[src/rtl/tea_pkg.sv]
// Shared types and constants for the TEA block sequencer: FSM states, block/word widths
// and the default WAIT timeout.
package tea_pkg;

  localparam int unsigned BlockW           = 64;
  localparam int unsigned WordW            = 32;
  localparam int unsigned WaitLimitDefault = 1023;

  typedef logic [BlockW-1:0] block_t;
  typedef logic [WordW-1:0]  word_t;

  typedef enum logic [2:0] {
    StIdle  = 3'd0,
    StGotL  = 3'd1,
    StIssue = 3'd2,
    StWait  = 3'd3,
    StOutL  = 3'd4,
    StOutR  = 3'd5
  } seq_state_e;

  // CBC whitening of a plaintext block; ECB passes the block through untouched.
  function automatic block_t cbc_whiten(input block_t data, input block_t chain, input logic cbc);
    return cbc ? (data ^ chain) : data;
  endfunction

endpackage

[src/rtl/tea_wait_timer.sv]
// WAIT-state cycle counter. Counts from 0 while i_run is high and flags the last permitted
// cycle, so the sequencer spends at most WAIT_LIMIT cycles waiting for the core.
module tea_wait_timer
  import tea_pkg::*;
#(
  parameter int unsigned WAIT_LIMIT = WaitLimitDefault
) (
  input  logic clk,
  input  logic reset_n,
  input  logic i_run,
  output logic o_expired
);

  localparam int unsigned     CntW    = $clog2(WAIT_LIMIT + 1);
  localparam logic [CntW-1:0] LastCnt = CntW'(WAIT_LIMIT - 1);

  logic [CntW-1:0] r_count_q;
  logic [CntW-1:0] w_count_d;

  // Clearing whenever idle guarantees the count starts at 0 on every WAIT entry.
  always_comb begin
    w_count_d = '0;
    if (i_run) begin
      w_count_d = r_count_q + 1'b1;
    end
  end

  always_ff @(posedge clk or negedge reset_n) begin
    if (!reset_n) begin
      r_count_q <= '0;
    end else begin
      r_count_q <= w_count_d;
    end
  end

  assign o_expired = i_run && (r_count_q == LastCnt);

endmodule

[src/rtl/tea_block_sequencer.sv]
// Packs two 32-bit words into a 64-bit TEA block, optionally CBC-chains it, runs the
// external TEA core and streams the ciphertext back out as two 32-bit words.
module tea_block_sequencer
  import tea_pkg::*;
#(
  parameter int unsigned WAIT_LIMIT = WaitLimitDefault,
  parameter bit          CBC_EN     = 1'b1
) (
  input  logic              clk,
  input  logic              reset_n,
  input  logic              in_valid,
  output logic              in_ready,
  input  logic [WordW-1:0]  in_data,
  input  logic              cbc_mode,
  input  logic              iv_load,
  input  logic [BlockW-1:0] iv,
  output logic              tea_start,
  output logic [BlockW-1:0] tea_plain,
  input  logic              tea_done,
  input  logic [BlockW-1:0] tea_cipher,
  output logic              out_valid,
  input  logic              out_ready,
  output logic [WordW-1:0]  out_data,
  output logic              timeout
);

  seq_state_e r_state_q;
  seq_state_e w_state_d;

  logic              r_alive_q;
  logic [WordW-1:0]  r_left_q;
  logic              r_cbc_q;
  logic [BlockW-1:0] r_chain_q;
  logic [BlockW-1:0] r_plain_q;
  logic [BlockW-1:0] r_cipher_q;
  logic              r_timeout_q;

  logic w_accept;
  logic w_in_wait;
  logic w_expired;
  logic w_done_hit;
  logic w_timeout_hit;

  assign w_accept      = in_valid && in_ready;
  assign w_done_hit    = w_in_wait && tea_done;
  assign w_timeout_hit = w_expired && !tea_done;

  tea_wait_timer #(
    .WAIT_LIMIT(WAIT_LIMIT)
  ) u_wait_timer (
    .clk      (clk),
    .reset_n  (reset_n),
    .i_run    (w_in_wait),
    .o_expired(w_expired)
  );

  // State register.
  always_ff @(posedge clk or negedge reset_n) begin
    if (!reset_n) begin
      r_state_q <= StIdle;
    end else begin
      r_state_q <= w_state_d;
    end
  end

  // Next-state logic.
  always_comb begin
    w_state_d = r_state_q;
    unique case (r_state_q)
      StIdle:  if (w_accept) w_state_d = StGotL;
      StGotL:  if (w_accept) w_state_d = StIssue;
      StIssue: w_state_d = StWait;
      StWait: begin
        if (tea_done) begin
          w_state_d = StOutL;
        end else if (w_expired) begin
          w_state_d = StIdle;
        end
      end
      StOutL:  if (out_ready) w_state_d = StOutR;
      StOutR:  if (out_ready) w_state_d = StIdle;
      default: w_state_d = StIdle;
    endcase
  end

  // Output logic; in_ready stays low until the first edge after reset release.
  always_comb begin
    in_ready  = 1'b0;
    tea_start = 1'b0;
    out_valid = 1'b0;
    out_data  = '0;
    w_in_wait = 1'b0;
    unique case (r_state_q)
      StIdle, StGotL: in_ready = r_alive_q;
      StIssue:        tea_start = 1'b1;
      StWait:         w_in_wait = 1'b1;
      StOutL: begin
        out_valid = 1'b1;
        out_data  = r_cipher_q[BlockW-1:WordW];
      end
      StOutR: begin
        out_valid = 1'b1;
        out_data  = r_cipher_q[WordW-1:0];
      end
      default: ;
    endcase
  end

  always_ff @(posedge clk or negedge reset_n) begin
    if (!reset_n) begin
      r_alive_q   <= 1'b0;
      r_timeout_q <= 1'b0;
    end else begin
      r_alive_q <= 1'b1;
      if (w_timeout_hit) begin
        r_timeout_q <= 1'b1;
      end
    end
  end

  // Word capture and block assembly; the right word lands directly in the plain register.
  always_ff @(posedge clk or negedge reset_n) begin
    if (!reset_n) begin
      r_left_q  <= '0;
      r_cbc_q   <= 1'b0;
      r_plain_q <= '0;
    end else begin
      if (r_state_q == StIdle && w_accept) begin
        r_left_q <= in_data;
        r_cbc_q  <= CBC_EN && cbc_mode;
      end
      if (r_state_q == StGotL && w_accept) begin
        r_plain_q <= cbc_whiten({r_left_q, in_data}, r_chain_q, r_cbc_q);
      end
    end
  end

  // An IV load in IDLE lands before the block's XOR, which happens on the second accept.
  always_ff @(posedge clk or negedge reset_n) begin
    if (!reset_n) begin
      r_chain_q  <= '0;
      r_cipher_q <= '0;
    end else begin
      if (CBC_EN && r_state_q == StIdle && iv_load) begin
        r_chain_q <= iv;
      end else if (w_done_hit && r_cbc_q) begin
        r_chain_q <= tea_cipher;
      end
      if (w_done_hit) begin
        r_cipher_q <= tea_cipher;
      end
    end
  end

  assign tea_plain = r_plain_q;
  assign timeout   = r_timeout_q;

endmodule

[config.mk]
export PLATFORM = sky130hd
export DESIGN_NAME = tea_block_sequencer
export DESIGN_NICKNAME = d
export VERILOG_FILES = /design/src/rtl/tea_pkg.sv /design/src/rtl/tea_wait_timer.sv /design/src/rtl/tea_block_sequencer.sv
export SDC_FILE = /design/constraint.sdc
export NUM_CORES = 1
export LEC_CHECK = 0
export ABC_AREA = 1
export CAP_MARGIN = 10
export CELL_PAD_IN_SITES_DETAIL_PLACEMENT = 1
export CELL_PAD_IN_SITES_GLOBAL_PLACEMENT = 1
export CORE_MARGIN = 8
export CORE_UTILIZATION = 33
export CTS_BUF_LIST = sky130_fd_sc_hd__clkbuf_16
export DETAILED_ROUTE_END_ITERATION = 16
export PLACE_DENSITY = 0.72
export REMOVE_ABC_BUFFERS = 1
export SLEW_MARGIN = 20
export SYNTH_ARGS = -nofsm -noshare
export SYNTH_HDL_FRONTEND = slang
export SYNTH_HIERARCHICAL = 1
export SYNTH_SLANG_ARGS = --single-unit
[constraint.sdc]
create_clock -name clk -period 1.78 [get_ports clk]
set_input_delay 0.267 -clock clk [delete_from_list [all_inputs] [get_ports clk]]
set_output_delay 0.267 -clock clk [all_outputs]
set_load 0.05 [all_outputs]
==> summary.md, run 1 <==
| Metric | Value |
|---|---|
| DR vias/cell | `5.21` |
| Die Y | `203 um` |
| Slew HR | `58.5%` |
| Post-layout minimum cycle time | `2.08 ns` |
| Crit path cell chain | `buf_4 > buf_6 > buf_6 > nor3_4 > buf_6 > buf_12` |
| Layout Skew | `about 0.019 ns` |
| Layout Nets | `1956` |
| Max-capacitance violation count | `0` |
| Number of synthesized flops with an enable pin | `0` |
| Total Routing Usage GR | `21.3%` |
| CTS tree | `built` |
| Min-delay worst type | `in -> async` |
| Max Fclk | `about 480 MHz` |
| Critical path peak fanout | `4` |
| Slowest stage delay, CP | `0.43 ns` |
| Slew @ Worst Pin | `0.622 ns` |
| Setup crit end kind | `output pin` |
| First-pass GRT wire length | `70200 um` |
| Max VDD drop | `0.000843 V` |
| Outcome | `finished with violations` |
| Period utilization | `117%` |
| Final Hold Viols | `0` |
| Worst setup margin | `-0.299 ns` |
| Fillers | `3895` |
| Final wirelength | `53500 um` |
| Slowest-stage cell, CP | `dfrtp_2` |
| Mean area per synthesized cell | `7.89 um2` |
| GPL Wtd Cong | `0.773` |
| Sink Count | `240` |
| # port buffers | `266` |
| Final setup fails | `199` |
| Register-to-Register Path Depth | `12` |
| Asr flop ratio synth | `between 90% and 100%` |
| Share of cells above drive strength 1 | `27.2%` |
| Largest net degree at the start of global routing | `63` |
| Syn Inst Count | `1471` |
| Pwr/cell area | `around 1700 nW/um2` |
| CTS H-tree depth | `1` |
| Yosys reg bits | `240` |
| FP Rows | `68` |
| CP Launch Type | `flip-flop` |
| Most frequent cells in the layout | `468 x nand2_1, 236 x dfrtp_1, 224 x nand3_1` |
| Core Area | `34500 um2` |
| DIE AREA | `41400 um2` |
| Remaining routing DRC violations | `0` |
| Synth-to-Final Area Change | `61.2%` |
| CP bufs+invs | `5` |
| Ys flop type | `dfrtp_1` |
| Clock slew seen by the registers of the worst setup and hold paths | `0.06 ns` |
| Synth warnings | `6` |
| Root Driver | `clkbuf_16` |
| Worst skew pair latency | `0.57 ns` |
| Dpl hpwl | `29700 um` |
| Initial Utilization | `33.6%` |
| R2R setup slack | `-0.22 ns` |
| Clk buf depth | `3` |
| Top cell by count, worst path | `buf_6` |
| Crit path required time | `around 1.5 ns` |
| Sequential area share after synthesis | `51.8%` |
| Delay-heaviest family, CP | `buffers and inverters` |
| Io pins | `267` |
| Critical path class | `reg -> out` |
| Critical Path AT | `1.81 ns` |
| Vias in the first global route | `11959` |
| Gr ovfl total | `0` |
| Vias | `~12000` |
| Most common cell after layout, fill and taps aside | `nand2_1` |
| FF-to-FF End | `r_state_q[1]` |
| RSZ-0062 raised after global routing | `yes` |
| Initial antenna violation count | `6` |
| Leakage | `around 0.0090 uW` |
| Failing checks | `setup timing` |
| Synth Cell Area | `11600 um2` |
| Layout Utilization | `54.1%` |
| Max Slew Vio Count | `0` |
| Pre-antenna DRT Iters | `4` |
| Critical path depth in cells | `6` |
| Post-route ant nets | `0` |
| 1st-iter DRT viols | `715` |
| Critical R2R Launch | `r_state_q[0]` |
| Synth cell types | `24` |
| Routed len/inst | `23.6 um` |
| Die X | `203 um` |
| Worst slack, placed | `-0.0445 ns` |
| CTS buffer count | `29` |
## logic make-up after synthesis
logic type / synth area share [%]
AOI/OAI and AO/OA: 4.81
xor gates and xnor gates: 4.83
buffers and inverters: 4.96
and+or+nand+nor: 33.4
DFF: 51.8
other: 0.0323
adders and majority gates: 0.216
## synth_stat cells (2+ instances only)
| master | instances | area (um2) |
|---|---|---|
| nand2_1 | 636 | 2390 |
| nand3_1 | 265 | 1330 |
| dfrtp_1 | 240 | 6010 |
| o21ai_0 | 99 | 495 |
| xor2_1 | 64 | 561 |
| buf_2 | 55 | 275 |
| clkbuf_1 | 33 | 124 |
| inv_1 | 16 | 60.1 |
| nor2_1 | 16 | 60.1 |
| buf_4 | 11 | 82.6 |
| buf_1 | 9 | 33.8 |
| a21oi_1 | 7 | 35.0 |
| o21ai_1 | 4 | 20.0 |
| nor2_2 | 3 | 18.8 |
| ha_1 | 2 | 25.0 |
| nand3_2 | 2 | 20.0 |
| nor2_4 | 2 | 22.5 |
## state kept, by name (all words and copies together) (netlist names)
name                    flops
r_chain_q                  64
r_cipher_q                 64
tea_plain                  64
r_left_q                   32
u_wait_timer/r_count_q     10
r_state_q                   3
r_alive_q                   1
r_cbc_q                     1
timeout                     1
## worst max path at each step
stage	from	endpoint	slack, ns
2_1_floorplan	r_state_q[0]	r_chain_q[0]	-5.51
3_3_place_gp	iv_load	r_chain_q[32]	-0.007
3_5_place_dp	iv_load	r_chain_q[61]	-0.04
4_1_cts	r_state_q[1]	out_data[16]	-0.31
5_1_grt	r_state_q[1]	out_data[20]	-0.34
6_report	r_state_q[1]	in_ready	-0.30
## power by group
part           internal, uW  total, uW  switching [uW]
Clock                  3210       5630            2420
Sequential             7910       9600            1700
Combinational          6110      16000            9900
Total                 17200      31200           14000
## per-layer routing
metal,part of all wire (%),up-vias,wire (um),GRT usage (%)
met5,0.051,-,27,0
met2,50,361,26700,37.1
met3,4.7,101,2520,3.08
li1,-,5404,-,-
met1,42,5945,22500,26.9
met4,3.1,4,1640,6.58
## cell type report
| class | instances | area, um2 | share of cell area (%) |
|---|---|---|---|
| Antenna cell | 4 | 10.0 | 0.0535 |
| Inverter | 16 | 80.1 | 0.428 |
| Tap cell | 455 | 569 | 3.04 |
| Multi-Input combinational cell | 1108 | 6070 | 32.5 |
| Sequential cell | 240 | 6010 | 32.1 |
| Clock buffer | 29 | 726 | 3.88 |
| Clock inverter | 25 | 155 | 0.829 |
| Timing Repair Buffer | 392 | 5080 | 27.1 |
## stage by stage
| step | instances | area (um2) | total power (uW) | hold WS, ns | setup TNS (ns) |
|---|---|---|---|---|---|
| after global placement | 2134 | 15200 | 21000 | 0.199 | -0.00722 |
| after detailed placement | 2134 | 15200 | 21500 | 0.206 | -0.982 |
| after CTS | 2213 | 16800 | 28200 | 0.212 | -11.40 |
| after floorplan | 1363 | 11100 | 16200 | -0.0286 | -822.73 |
| final | 2269 | 18700 | 31200 | 0.211 | -29.58 |
| after global routing | 2269 | 18700 | 32900 | 0.234 | -39.50 |
## what timing repair did
action                                 CTS  global route
buffers inserted                        17            17
cloned                                   6            38
pin swaps                               18            34
hold buffers                             2             0
setup endpoints to repair               45           191
endpoints found under the hold margin   91             0
resized for setup                      116           296
Note: power is estimated with default switching activity, not from simulation.
==> run 2, diff against run 1 <==
--- a/config.mk
+++ b/config.mk
@@ -13,6 +13,7 @@
 export CORE_UTILIZATION = 33
 export CTS_BUF_LIST = sky130_fd_sc_hd__clkbuf_16
 export DETAILED_ROUTE_END_ITERATION = 16
+export GPL_ROUTABILITY_DRIVEN = 1
 export PLACE_DENSITY = 0.72
 export REMOVE_ABC_BUFFERS = 1
 export SLEW_MARGIN = 20
==> constraint.sdc (replaced) <==
create_clock -name clk -period 1.77 [get_ports clk]
set_input_delay 0.2655 -clock clk [delete_from_list [all_inputs] [get_ports clk]]
set_output_delay 0.2655 -clock clk [all_outputs]
set_load 0.05 [all_outputs]
==> run 2 against run 1 <==
Against the previous run: first-iteration DRC count is 10% lower; sequential power hardly changed; non-clock buffer count is 56 lower; power is 9.8% lower; the run still ends with setup timing left; die area stayed put; largest cell class is now registers; design area is 11% lower; sequential share of layout area is 3.8 points higher; highest routed layer unchanged; clock power is 5.3% higher; wire length is 16% lower.
==> summary.md, run 2 (synthesis gave the netlist of run 1 again) <==
| Metric | Value |
|---|---|
| Clock slew seen by the registers of the worst setup and hold paths | `0.06 ns (about the same)` |
| Worst setup margin | `-0.298 ns (was -0.299 ns)` |
| Layout Skew | `0.0110 ns (was 0.0188 ns)` |
| Core Area | `34500 um2 (unchanged)` |
| Fillers | `4061 (was 3895)` |
| Register-to-Register Path Depth | `7 (was 12)` |
| Max-capacitance violation count | `0 (unchanged)` |
| Critical path class | `reg -> out (unchanged)` |
| Most frequent cells in the layout | `601 x nand2_1, 241 x nand3_1, 236 x dfrtp_1 (was 468 x nand2_1, 236 x dfrtp_1, 224 x nand3_1)` |
| Dpl hpwl | `29900 um (was 29700 um)` |
| Largest net degree at the start of global routing | `63 (unchanged)` |
| Critical Path AT | `1.80 ns (was 1.81 ns)` |
| Total Routing Usage GR | `21.1% (was 21.3%)` |
| Share of cells above drive strength 1 | `16.3% (was 27.2%)` |
| Critical path peak fanout | `26 (was 4)` |
| CTS tree | `built (unchanged)` |
| Outcome | `finished with violations (unchanged)` |
| Post-layout minimum cycle time | `roughly 2.1 ns` |
| CTS H-tree depth | `1 (unchanged)` |
| Vias in the first global route | `12152 (was 11959)` |
| Finished Layout Cells | `2210 (was 2269)` |
| Layout Nets | `1898 (was 1956)` |
| Initial Utilization | `33.6% (unchanged)` |
| Post-route ant nets | `0 (unchanged)` |
| Die Y | `203 um (unchanged)` |
| Period utilization | `117%` |
| DR vias/cell | `5.07 (was 5.21)` |
| Io pins | `267 (unchanged)` |
| Remaining routing DRC violations | `0 (unchanged)` |
| Pwr/cell area | `1690 nW/um2 (was 1670 nW/um2)` |
| Worst slack, placed | `-0.0135 ns (was -0.0445 ns)` |
| Root Driver | `clkbuf_16 (unchanged)` |
| Vias | `11211 (was 11815)` |
| Synth-to-Final Area Change | `44.2% (was 61.2%)` |
| FP Rows | `68 (unchanged)` |
| Leakage | `0.00809 uW (was 0.00905 uW)` |
| Routed len/inst | `20.4 um (was 23.6 um)` |
| Max Fclk | `484 MHz` |
| DIE AREA | `41400 um2 (unchanged)` |
| Critical R2R Launch | `r_state_q[0] (unchanged)` |
| Pre-antenna DRT Iters | `5 (was 4)` |
| Placed insts | `2133 (was 2134)` |
| Most common cell after layout, fill and taps aside | `nand2_1 (unchanged)` |
| 1st-iter DRT viols | `642 (was 715)` |
| First-pass GRT wire length | `70100 um (was 70200 um)` |
| RSZ-0062 raised after global routing | `yes (unchanged)` |
| Hold Slack | `0.210 ns (was 0.211 ns)` |
| Min-delay worst type | `in -> async (unchanged)` |
| Max VDD drop | `0.000813 V (was 0.000843 V)` |
| CP Launch Type | `flip-flop (unchanged)` |
| CTS buffer count | `28 (was 29)` |
| Clk buf depth | `3 (unchanged)` |
| Slew HR | `58.4% (was 58.5%)` |
| Design Power | `28200 uW (was 31200 uW)` |
| GPL Wtd Cong | `0.794 (was 0.773)` |
| Max Slew Vio Count | `0 (unchanged)` |
| Failing checks | `setup timing (unchanged)` |
| R2R setup slack | `-0.03 ns (was -0.22 ns)` |
| Gr ovfl total | `0 (unchanged)` |
| Layout Utilization | `48.4% (was 54.1%)` |
| Sink Count | `240 (unchanged)` |
| Final wirelength | `45100 um (was 53500 um)` |
| Setup crit end kind | `output pin (unchanged)` |
| FF-to-FF End | `r_cipher_q[25] (was r_state_q[1])` |
| Final Hold Viols | `0 (unchanged)` |
| Crit path required time | `1.50 ns (was 1.51 ns)` |
| Worst skew pair latency | `0.54 ns (was 0.57 ns)` |
| # port buffers | `266 (unchanged)` |
| Slew @ Worst Pin | `0.625 ns (was 0.622 ns)` |
| Initial antenna violation count | `4 (was 6)` |
| Die X | `203 um (unchanged)` |
| Final setup fails | `50 (was 199)` |
==> run 2: where the power goes <==
group	total, uW	switching [uW]	leakage [uW]	internal [uW]
logic	12700	8270	0.00459	4420
clock network	5930	2380	0.000474	3550
registers	9570	1620	0.00303	7950
==> run 2: routing by layer <==
metal / GRT usage, % / routed length (um)
met1: 26.7 / 19300
met2: 36.6 / 22700
met3: 2.86 / 1780
met4: 7.38 / 1340
met5: 0 / 13
==> run 2: per-stage QoR <==
stage | instance area, um2 | setup TNS (ns)
2_1_floorplan | 11100 | -825.41
3_5_place_dp | 15200 | -0.0195
3_3_place_gp | 15200 | 0
4_1_cts | 16500 | -9.70
6_report | 16700 | -9.31
5_1_grt | 16700 | -17.59
==> run 2: worst max path at each step <==
| stage | cells past startpoint | start | slack (ns) | end |
|---|---|---|---|---|
| 5_1_grt | 8 | r_state_q[1] | -0.38 | out_data[10] |
| 6_report | 4 | r_state_q[0] | -0.30 | out_data[5] |
| 3_5_place_dp | 9 | iv_load | -0.01 | r_chain_q[23] |
| 3_3_place_gp | 9 | iv_load | 0.04 | r_chain_q[38] |
| 2_1_floorplan | 5 | r_state_q[0] | -5.52 | r_chain_q[0] |
| 4_1_cts | 8 | r_state_q[1] | -0.32 | out_data[10] |
==> run 2: final cells by class <==
type / count / area (um2) / share of cell area [%]
antenna: 4 / 10.0 / 0.0598
clock buffer: 29 / 726 / 4.34
clock inverter: 23 / 215 / 1.29
inverter: 16 / 72.6 / 0.434
multi-input combinational: 1107 / 5290 / 31.6
sequential: 240 / 6010 / 36.0
tap: 455 / 569 / 3.40
timing repair buffer: 336 / 3830 / 22.9
==> run 2: repair_timing <==
action | in CTS | in global routing
hold buffers | 1 | 0
pin swaps | 5 | 8
resized for setup | 63 | 30
hold endpoints to repair | 111 | 0
buffers inserted | 9 | 5
gates cloned | 3 | 4
setup endpoints to repair | 41 | 120
==> run 2: worst max-delay path: stages (launching register included) <==
cell and delay, ns:
dfrtp_4 0.55, buf_6 0.30, nand3_1 0.15, nand2_2 0.11
buf_12 0.14
==> run 3, diff against run 2 <==
--- a/config.mk
+++ b/config.mk
@@ -16,6 +16,7 @@
 export GPL_ROUTABILITY_DRIVEN = 1
 export PLACE_DENSITY = 0.72
 export REMOVE_ABC_BUFFERS = 1
+export SKIP_CTS_REPAIR_TIMING = 1
 export SLEW_MARGIN = 20
 export SYNTH_ARGS = -nofsm -noshare
 export SYNTH_HDL_FRONTEND = slang
==> run 3 against run 2 <==
Against the previous run: the flow still finishes with violations (setup timing); die area unchanged; hold slack worse by 0.00098 ns; first-iteration DRC count down 2.8%; largest power group unchanged; clock power is essentially flat; register-to-register slack improved by 0.04 ns; power hardly changed; flip-flop and latch count did not move; sequential share of layout area hardly changed; combinational power is essentially flat; clock skew fell by 0.0024 ns; setup slack gained 0.023 ns.
==> summary.md, run 3 (synthesis gave the netlist of run 1 again) <==
| Metric | Value |
|---|---|
| Setup crit end kind | `output pin (unchanged)` |
| Max VDD drop | `0.000821 V (was 0.000813 V)` |
| Final wirelength | `45000 um (was 45100 um)` |
| Pwr/cell area | `1690 nW/um2 (about the same)` |
| Min-delay worst type | `in -> async (unchanged)` |
| GRT busiest layer | `met2 (unchanged)` |
| Fin area | `16700 um2 (about the same)` |
| Setup TNS | `-7.92 ns (was -9.31 ns)` |
| Most common cell after layout, fill and taps aside | `nand2_1 (unchanged)` |
| Total Routing Usage GR | `20.6% (was 21.1%)` |
| Root Driver | `clkbuf_16 (unchanged)` |
| Share of cells above drive strength 1 | `15.8% (was 16.3%)` |
| Max Fclk | `489 MHz (was 484 MHz)` |
| Clk buf depth | `3 (unchanged)` |
| Max Slew Vio Count | `0 (unchanged)` |
| Crit path required time | `1.50 ns (about the same)` |
| Int Power | `15900 uW (about the same)` |
| # port buffers | `266 (unchanged)` |
| FP Rows | `68 (unchanged)` |
| Dpl hpwl | `29900 um (unchanged)` |
| Synth-to-Final Area Change | `44.3% (was 44.2%)` |
| Slew HR | `58.7% (was 58.4%)` |
| Met1 Use GR | `26.2% (was 26.7%)` |
| Clock slew seen by the registers of the worst setup and hold paths | `0.06 ns (about the same)` |
| Comb power frac | `45.1% (was 45.0%)` |
| Leakage | `0.00817 uW (was 0.00809 uW)` |
| Sw Share | `43.5% (was 43.6%)` |
| Reg power frac | `33.9% (about the same)` |
| Max-capacitance violation count | `0 (unchanged)` |
| Die Y | `203 um (unchanged)` |
| Critical Path AT | `1.78 ns (was 1.80 ns)` |
| Final Hold Viols | `0 (unchanged)` |
| DR vias/cell | `5.05 (was 5.07)` |
| Post-route ant nets | `0 (unchanged)` |
| CTS tree | `built (unchanged)` |
| Finished Layout Cells | `2209 (was 2210)` |
| R2R setup slack | `0.01 ns (was -0.03 ns)` |
| Slew @ Worst Pin | `0.620 ns (was 0.625 ns)` |
| Worst skew pair latency | `0.54 ns (about the same)` |
| Fillers | `4059 (was 4061)` |
| Gr ovfl total | `0 (unchanged)` |
| Outcome | `finished with violations (unchanged)` |
| Met3 Use GR | `2.65% (was 2.86%)` |
| Critical path class | `reg -> out (unchanged)` |
| First-pass GRT wire length | `68500 um (was 70100 um)` |
| 1st-iter DRT viols | `624 (was 642)` |
| GPL Wtd Cong | `0.794 (unchanged)` |
| Die X | `203 um (unchanged)` |
| GRT met2 Usage | `36.1% (was 36.6%)` |
| RSZ-0062 raised after global routing | `yes (unchanged)` |
| Vias | `11163 (was 11211)` |
| Pre-antenna DRT Iters | `4 (was 5)` |
| Hold Slack | `0.209 ns (was 0.210 ns)` |
| Worst setup margin | `-0.275 ns (was -0.298 ns)` |
| Layout Nets | `1898 (unchanged)` |
| Layout Skew | `0.00866 ns (was 0.0110 ns)` |
| Routed len/inst | `20.4 um (about the same)` |
| Period utilization | `116% (was 117%)` |
| Psw | `12300 uW (about the same)` |
| Critical path peak fanout | `38 (was 26)` |
| DIE AREA | `41400 um2 (unchanged)` |
| Post-layout minimum cycle time | `2.04 ns (was 2.07 ns)` |
| Placed insts | `2133 (unchanged)` |
| Initial Utilization | `33.6% (unchanged)` |
| CP Launch Type | `flip-flop (unchanged)` |
| Sink Count | `240 (unchanged)` |
| CTS buffer count | `28 (unchanged)` |
| Largest net degree at the start of global routing | `63 (unchanged)` |
| Failing checks | `setup timing (unchanged)` |
| Final setup fails | `35 (was 50)` |
| Clk pwr share | `21.1% (was 21.0%)` |
| Placed cell area | `15200 um2 (unchanged)` |
| Core Area | `34500 um2 (unchanged)` |
| Most frequent cells in the layout | `603 x nand2_1, 249 x nand3_1, 236 x dfrtp_1 (was 601 x nand2_1, 241 x nand3_1, 236 x dfrtp_1)` |
| Io pins | `267 (unchanged)` |
| Layout Utilization | `48.4% (about the same)` |
| Multi-input gate area | `5260 um2 (was 5290 um2)` |
| CTS H-tree depth | `1 (unchanged)` |
| Sequential cell area | `6010 um2 (unchanged)` |
| Initial antenna violation count | `4 (unchanged)` |
| Remaining routing DRC violations | `0 (unchanged)` |
| Vias in the first global route | `11914 (was 12152)` |
## run 3: changes by cell type in the layout (fill, tap and decap cells not counted), sizes merged
cell,previous run,this run
diode,4,3
dlygate4sd2,6,0
clkbuf,33,36
dlymetal6s2s,0,6
buf,161,157
clkinv,15,18
inv,19,17
## run 3: per-layer routing
layer  part of all wire (%)  up-vias
met4                    2.4        4
met3                    3.9       58
met1                     42     5598
li1                       -     5247
met2                     51      256
met5                  0.060        -
## run 3: stage by stage
stage	total power, uW	setup slack (ns)
final	28200	-0.275
after global routing	30000	-0.337
after detailed placement	21600	-0.0135
after floorplan	16300	-5.52
after global placement	21200	0.0355
after CTS	27700	-0.527
## run 3: worst paths after layout
path                                start              to  cells after the start
min reg2reg                r_cipher_q[28]  r_cipher_q[28]                      2
max reg2reg                  r_state_q[2]    r_state_q[1]                     10
max in group asynchronous         reset_n  r_cipher_q[27]                      3
min                               reset_n    tea_plain[4]                      2
min in group clk                 tea_done    r_state_q[1]                      6
max                          r_state_q[0]    out_data[20]                      4
## run 3: cell type report
cell class / count / area share [%]
sequential: 240 / 35.9
antenna: 3 / 0.0449
timing repair inverter: 1 / 0.0972
inverter: 16 / 0.523
clock inverter: 23 / 1.29
tap: 455 / 3.40
multi-input combinational: 1107 / 31.4
timing repair buffer: 335 / 23.0
clock buffer: 29 / 4.34
## run 3: power by group through the flow
stage / Sequential, uW / Clock (uW) / Combinational [uW]
floorplan: 11500 / 0 / 4780
global placement: 9450 / 0 / 11700
detailed placement: 9560 / 0 / 12100
CTS: 9490 / 6100 / 12100
global route: 9830 / 6320 / 13900
finish: 9550 / 5940 / 12700
## run 3: worst max-delay path, cell delays in order (launching register included)
cell	delay [ns]
dfrtp_4	0.53
buf_12	0.25
nand3_1	0.13
nand2_2	0.13
buf_12	0.14
